File: src/rtl/cache_fill_fsm_pkg.sv
// Shared definitions for the cache block-fill engines and the memory arbiter.
// Holds the fill state encoding, address split constants and the word-address helper.
package cache_fill_fsm_pkg;

    localparam int ADDR_BITS         = 16;
    localparam int BLOCK_OFFSET_BITS = 4;
    localparam int WORD_IDX_BITS     = 3;
    localparam int BASE_BITS         = ADDR_BITS - BLOCK_OFFSET_BITS;

    typedef enum logic [1:0] {
        ST_IDLE  = 2'd0,
        ST_FETCH = 2'd1,
        ST_DRAIN = 2'd2
    } fill_state_e;

    // Byte address of halfword idx inside the block starting at base.
    function automatic logic [ADDR_BITS-1:0] word_address(
        input logic [BASE_BITS-1:0]     base,
        input logic [WORD_IDX_BITS-1:0] idx
    );
        return {base, idx, 1'b0};
    endfunction

endpackage

File: src/rtl/cache_fill_fsm_word_counter.sv
// Halfword counter for the fill engine: synchronous clear, count enable and
// a terminal-count flag when the counter sits on the last word of the block.
module word_counter
    import cache_fill_fsm_pkg::*;
#(
    parameter logic [WORD_IDX_BITS-1:0] LAST = 3'd7
) (
    input  logic                     clk,
    input  logic                     rst,
    input  logic                     clr,
    input  logic                     en,
    output logic [WORD_IDX_BITS-1:0] count,
    output logic                     tc
);

    // Counter register; clear has priority over enable.
    always_ff @(posedge clk) begin
        if (rst || clr) begin
            count <= 3'd0;
        end else if (en) begin
            count <= count + 3'd1;
        end else begin
            count <= count;
        end
    end

    assign tc = (count == LAST);

endmodule

File: src/rtl/cache_fill_fsm.sv
// Cache miss fill engine: issues eight sequential halfword reads for the missed
// block and streams the returned words into the data array, then writes the tag.
module cache_fill_fsm
    import cache_fill_fsm_pkg::*;
#(
    parameter int WORDS_PER_BLOCK = 8
) (
    input  logic                     clk,
    input  logic                     rst,
    input  logic                     miss_detected,
    input  logic [ADDR_BITS-1:0]     miss_address,
    input  logic                     mem_grant,
    input  logic                     memory_data_valid,
    input  logic [ADDR_BITS-1:0]     memory_data,
    output logic                     fsm_busy,
    output logic                     mem_read_req,
    output logic [ADDR_BITS-1:0]     memory_address,
    output logic                     write_data_array,
    output logic [WORD_IDX_BITS-1:0] block_word_idx,
    output logic                     write_tag_array,
    output logic                     fill_done
);

    localparam logic [WORD_IDX_BITS-1:0] LAST_WORD = WORD_IDX_BITS'(WORDS_PER_BLOCK - 1);

    fill_state_e              state_r;
    fill_state_e              state_nxt_s;
    logic [BASE_BITS-1:0]     base_r;
    logic                     issue_all_r;
    logic [WORD_IDX_BITS-1:0] issue_cnt_s;
    logic [WORD_IDX_BITS-1:0] rcv_cnt_s;
    logic                     issue_tc_s;
    logic                     rcv_tc_s;
    logic                     start_s;
    logic                     issue_en_s;
    logic                     rcv_en_s;
    logic                     set_issue_all_s;
    logic                     accept_s;

    // Data bypasses this block and the low offset bits never reach the address.
    logic unused_s;
    assign unused_s = ^{memory_data, miss_address[BLOCK_OFFSET_BITS-1:0]};

    word_counter #(.LAST(LAST_WORD)) u_issue_cnt (
        .clk   (clk),
        .rst   (rst),
        .clr   (start_s),
        .en    (issue_en_s),
        .count (issue_cnt_s),
        .tc    (issue_tc_s)
    );

    word_counter #(.LAST(LAST_WORD)) u_rcv_cnt (
        .clk   (clk),
        .rst   (rst),
        .clr   (start_s),
        .en    (rcv_en_s),
        .count (rcv_cnt_s),
        .tc    (rcv_tc_s)
    );

    // Fill state register.
    always_ff @(posedge clk) begin
        if (rst) begin
            state_r <= ST_IDLE;
        end else begin
            state_r <= state_nxt_s;
        end
    end

    // Block base and all-issued flag; base is frozen for the whole fill.
    always_ff @(posedge clk) begin
        if (rst) begin
            base_r      <= '0;
            issue_all_r <= 1'b0;
        end else if (start_s) begin
            base_r      <= miss_address[ADDR_BITS-1:BLOCK_OFFSET_BITS];
            issue_all_r <= 1'b0;
        end else if (set_issue_all_s) begin
            base_r      <= base_r;
            issue_all_r <= 1'b1;
        end else begin
            base_r      <= base_r;
            issue_all_r <= issue_all_r;
        end
    end

    // Next-state and output decode.
    always_comb begin
        state_nxt_s      = state_r;
        fsm_busy         = 1'b0;
        mem_read_req     = 1'b0;
        memory_address   = '0;
        write_data_array = 1'b0;
        block_word_idx   = '0;
        write_tag_array  = 1'b0;
        fill_done        = 1'b0;
        start_s          = 1'b0;
        issue_en_s       = 1'b0;
        rcv_en_s         = 1'b0;
        set_issue_all_s  = 1'b0;
        accept_s         = 1'b0;

        case (state_r)
            ST_IDLE: begin
                fsm_busy = miss_detected;
                if (miss_detected) begin
                    start_s     = 1'b1;
                    state_nxt_s = ST_FETCH;
                end else begin
                    state_nxt_s = ST_IDLE;
                end
            end
            ST_FETCH, ST_DRAIN: begin
                fsm_busy = 1'b1;
                if (state_r == ST_FETCH) begin
                    mem_read_req   = mem_grant;
                    memory_address = word_address(base_r, issue_cnt_s);
                    issue_en_s     = mem_grant;
                    if (mem_grant && issue_tc_s) begin
                        set_issue_all_s = 1'b1;
                        state_nxt_s     = ST_DRAIN;
                    end else begin
                        state_nxt_s = ST_FETCH;
                    end
                end else begin
                    state_nxt_s = ST_DRAIN;
                end
                // A return with nothing outstanding cannot belong to this fill.
                accept_s = memory_data_valid && (issue_all_r || (rcv_cnt_s != issue_cnt_s));
                if (accept_s) begin
                    write_data_array = 1'b1;
                    block_word_idx   = rcv_cnt_s;
                    rcv_en_s         = 1'b1;
                    if (rcv_tc_s) begin
                        write_tag_array = 1'b1;
                        fill_done       = 1'b1;
                        state_nxt_s     = ST_IDLE;
                    end else begin
                        write_tag_array = 1'b0;
                    end
                end else begin
                    rcv_en_s = 1'b0;
                end
            end
            default: begin
                state_nxt_s = ST_IDLE;
            end
        endcase
    end

endmodule

File: config.mk
export PLATFORM = sky130hd
export DESIGN_NAME = cache_fill_fsm
export DESIGN_NICKNAME = d
export VERILOG_FILES = /design/src/rtl/cache_fill_fsm_pkg.sv /design/src/rtl/cache_fill_fsm_word_counter.sv /design/src/rtl/cache_fill_fsm.sv
export SDC_FILE = /design/constraint.sdc
export NUM_CORES = 1
export LEC_CHECK = 0
export CORE_UTILIZATION = 40
export DETAILED_ROUTE_END_ITERATION = 8
export GPL_TIMING_DRIVEN = 0
export MAX_ROUTING_LAYER = met4
export PLACE_DENSITY = 0.81
export RECOVER_POWER = 25
export SYNTH_ARGS = -nofsm -noshare
export SYNTH_HDL_FRONTEND = slang
export SYNTH_HIERARCHICAL = 1
export SYNTH_SLANG_ARGS = --single-unit
File: constraint.sdc
create_clock -name clk -period 3.2 [get_ports clk]
set_input_delay 0.48 -clock clk [delete_from_list [all_inputs] [get_ports clk]]
set_output_delay 0.48 -clock clk [all_outputs]
set_load 0.02 [all_outputs]
Word level (Yosys, flattened, before mapping)
Cells that the tools add are included.
{ "totals": {"register_bits": 21, "in_bits": 37, "out_inout_bits": 24, "word_cells": 42} }
{ "op_classes": {"n_addsub": 2, "eq_ne": 5, "n_mux": 23, "reduce_logical": 7} }
{ "ops": {"columns": ["operator", "n"], "rows": [
  ["two-way mux 16 bit", 2],
  ["two-way mux 1 bit", 13],
  ["two-way mux 2 bit", 4],
  ["adder 3 x 1 -> 3 bit, second input constant", 2],
  ["equality test 3 bit, second input constant", 2],
  ["two-way mux 3 bit", 2],
  ["case mux 2 bit (2 select lines)", 1],
  ["OR reduction 2 bit", 2],
  ["!= test 3 bit", 1],
  ["equality test 2 x 1 -> 1 bit, second input constant", 1],
  ["equality test 2 bit, second input constant", 1],
  ["logical AND 1 bit", 2],
  ["logical NOT 2 bit", 1],
  ["logical OR 1 bit", 2],
  ["case mux 1 bit (2 select lines)", 1]
]} }

Longest topological paths before layout
{ "depth": {"ltp_word": 7, "ltp_mapped": 7, "depth_no_buf": 6} }

Modules after synthesis
The synthesis kept the hierarchy.
{ "by_module_without_submodules": {"columns": ["module", "instances", "cells_per_inst", "area_each_um2", "seq_area_each_um2"], "rows": [
  ["cache_fill_fsm", 1, 107, 790.8, 300.3],
  ["word_counter", 2, 11, 133.9, 60.1]
]} }

Worst setup path before layout
Ideal clock, no wire load.
{ "synth_timing": {"path_kind": "register to output", "start": "reg state_r[0]", "end": "out write_tag_array", "t_arrival_ps": 1397, "t_required_ps": 2720, "slack_ps": 1323, "path_stages_with_launch": 6, "n_path_buf": 1, "path_cell_list": "dfxtp_1 -> inv_1 -> ha_1 -> o41ai_2 -> nor2b_1 -> buf_4"} }
{ "synth_via": {"elab_chain_len": 3, "elab_cells_between_ends": 4, "cone_classes": "eq/ne (2); mux (1); reduce/logical (1)"} }
{ "synth_rtl": {"columns": ["item", "line_no", "text"], "rows": [
  ["start, declared", "cache_fill_fsm.sv:26", "fill_state_e state_r;"],
  ["start signal, assigned", "cache_fill_fsm.sv:67", "state_r <= state_nxt_s;"],
  ["equality test 2 x 1 -> 1 bit or equality test 2 bit (tied branches)", null, null],
  ["OR reduction 2 bit (*)", null, null],
  ["two-way mux 1 bit (*)", null, null],
  ["end, declared", "cache_fill_fsm.sv:20", "output logic write_tag_array,"]
]} }
Mark *: on every way between the ends. The rest lies on a longest branch, timed or not.

Final worst setup path
{ "layout_timing": {"start": "in miss_detected", "end": "out fsm_busy"} }
{ "layout_via": {"elab_chain_len": 1} }
{ "layout_rtl": {"columns": ["item", "line_no", "text"], "rows": [
  ["start, declared", "cache_fill_fsm.sv:10", "input logic miss_detected,"],
  ["case mux 1 bit (2 select lines)", "cache_fill_fsm.sv:104", "case (state_r)"],
  ["end, declared", "cache_fill_fsm.sv:15", "output logic fsm_busy,"]
]} }
Every way passes these cells.

==> reports/results.txt <==
Net Count, Synth: 173
Initial antenna violation count: 0
Vias/cell: 4.82
Commonest non-fill, non-tap cells in the layout: clkdlybuf4s50_1 (38), nand2_1 (31), dfxtp_1 (21), and2_1 (17), a21oi_1 (13)
Postcts setup bufs: 0
Skew final: 3.23 ps
Core Rows: 18
Fillers: 224
Register-to-Register Path Depth: 6
Final WL: 2360 um
CORE AREA: 0.00250 mm^2
Worst hold path endpoint: base_r[1]
Total CTS buffers: 3
Leak: 0.609 nW
Pint: 0.392 mW
Remaining antenna violation count: 0
Cell Area, Synth: 0.00106 mm^2
Status: completed
Share of post-route cells with drive strength above 1: 0.0640
Die width: 53.4 um
Depth of the worst hold-timing path: 2
Startpoint Class: primary input
Crit path required time: 2720 ps
Setup violators final: 0
Crit-path cells: clkdlybuf4s50_1 > nand2_1 > inv_1 > buf_2 > nor2_1 > nor2_1 > clkdlybuf4s50_1
PortBufs: 39
Sw Pwr: 0.173 mW
Total global-route track usage: 0.182
Min-delay src: base_r[1]
Max-Cap Viols: 0
Seq pwr share: 0.512
Hold WC Path Type: register to register
Sequential fraction of the synthesis area: 0.397
Root Driver: clkbuf_4
Flops & latches, synth: 21
Cells after Synth: 129
Flop2flop setup slack: 1510 ps
Cell Area, Placed: 0.00149 mm^2
Slowest cell delay on critical path: 600 ps
Number of DRC markers in iteration 0: 4
RSZ-0062 raised after global routing: false
CTS tree: yes
Crit path capture type: output pin
PwrDens: 373 mW/mm^2
Longest Clk Path Bufs: 2
Buf/Inv on CP: 4
Actual slew at the worst max-slew pin: 494 ps
Synth-to-Final Area Change: 43.0%
Routability cong.: 0.815
CTS sink count: 21
Top Ports: 61
GR Overflow Total: 0
Worst hold margin: 459 ps
First-pass GRT wire length: 3740 um
Clock power frac: 0.224
Later-pin clock latency in the skew report: 300 ps
Final design utilization: 0.606
Die Y-Extent: 53.4 um
Vias in the first global route: 884
R2R Path End: u_rcv_cnt/count[2]
Worst-path clk slew: 120 ps
Largest net degree at the start of global routing: 16
Hold violation total from the final report: 0
# resized after CTS: 0
Drc violations: 0
Fin crit period: 2820 ps
Die area: 0.00286 mm^2
Nets: 217
Final WS setup: 385 ps
FMAX: 355 MHz
Post-synth cell types: 24
Pins Over Slew Limit: 0
Antenna fix cells: 0
Yosys warning total: 6
Post-CTS Hold Fix Bufs: 0
Comb power frac: 0.264
Final period util: 0.880
Initial Util: 0.423
Wire length per cell: 11.7 um
Delay-heaviest family, CP: buffers and inverters
DP Worst Slack: 458 ps
Crit Path Max Fanout: 15
CP Class: primary input to output pin
Syn avg cell area: 8.21 um^2
Rel. slew slack: 0.667
Crit path max-delay cell type: clkdlybuf4s50_1
Design Area, Final: 0.00151 mm^2
Dpl hpwl: 1840 um
Routed vias: 973
Max VDD drop: 0.272 mV
H-Tree Level Count: 1
Switch share: 0.307
Arr. time, crit path: 2340 ps
Critical R2R Launch: state_r[0]
Most common cell after layout, fill and taps aside: clkdlybuf4s50_1
Drt pass-1 iters: 4
Sum of negative setup slack: 0 ps
-- synth_stat cells --
cell / n / share of area
a211oi_2: 1 / 0.012
a21oi_1: 13 / 0.061
and2_1: 17 / 0.10
buf_1: 1 / 0.0035
buf_2: 1 / 0.0047
buf_4: 2 / 0.014
clkbuf_1: 2 / 0.0071
conb_1: 1 / 0.0035
dfxtp_1: 21 / 0.40
ha_1: 7 / 0.083
inv_1: 3 / 0.011
inv_2: 1 / 0.0035
mux2i_1: 4 / 0.038
nand2_1: 31 / 0.11
nand4_1: 1 / 0.0059
nor2_1: 7 / 0.025
nor2b_1: 1 / 0.0059
nor3_1: 5 / 0.024
nor3_2: 2 / 0.019
o21ai_1: 1 / 0.0047
o41a_1: 1 / 0.011
o41ai_2: 1 / 0.015
xnor2_1: 2 / 0.017
xor2_1: 3 / 0.025
-- stage by stage --
step,instances,power (mW)
6_report,202,0.565
5_1_grt,202,0.601
4_1_cts,202,0.573
3_5_place_dp,198,0.447
3_3_place_gp,198,0.440
2_1_floorplan,129,0.381
-- power by group through the flow --
stage,clock (mW),combinational (mW),sequential (mW)
detailed placement,0,0.151,0.296
CTS,0.131,0.152,0.290
global route,0.143,0.166,0.292
floorplan,0,0.0885,0.293
global placement,0,0.146,0.294
finish,0.127,0.149,0.290
-- final cells by class --
cell class                      count  area [um^2]  area share
Tap cell                           30         37.5      0.0248
Buffer                              6         31.3      0.0207
Timing Repair Buffer               39          390       0.258
Sequential cell                    21          420       0.278
Multi-Input combinational cell     98          592       0.391
Clock inverter                      1         5.00     0.00331
Clock buffer                        3         22.5      0.0149
Inverter                            4         15.0     0.00992
-- state kept, by name (all words and copies together) (netlist names) --
register / cells
base_r: 12
issue_all_r: 1
state_r: 2
u_issue_cnt/count: 3
u_rcv_cnt/count: 3
-- kinds of logic after synthesis --
group,share of synthesized area
other cells,0.00354
fa+ha+maj,0.0827
compound gates,0.104
simple gates,0.290
mux,0.0378
xor+xnor,0.0414
flops,0.397
buf+inv,0.0437
-- tightest hold or removal path: stages, from the launching register on --
cell and delay, ps:
dfxtp_1 320, nand2_1 50, a21oi_1 50
-- worst max-delay path by stage --
stage / cells past startpoint / from / slack, ps / end
floorplan: 5 / state_r[0] / 1320 / write_tag_array
global placement: 7 / miss_detected / 460 / fsm_busy
detailed placement: 7 / miss_detected / 460 / fsm_busy
CTS: 7 / miss_detected / 450 / fsm_busy
global route: 7 / miss_detected / 180 / fsm_busy
finish: 7 / miss_detected / 380 / fsm_busy
-- metal layers --
layer / global-route usage / vias to the layer above / part of all wire
met3: 0.0259 / 2 / 0.048
met1: 0.216 / 445 / 0.43
li1: - / 504 / -
met2: 0.315 / 22 / 0.52
met4: 0.0526 / 0 / 0.0025
met5: - / - / 0
Note: power is estimated with default switching activity, not from simulation.
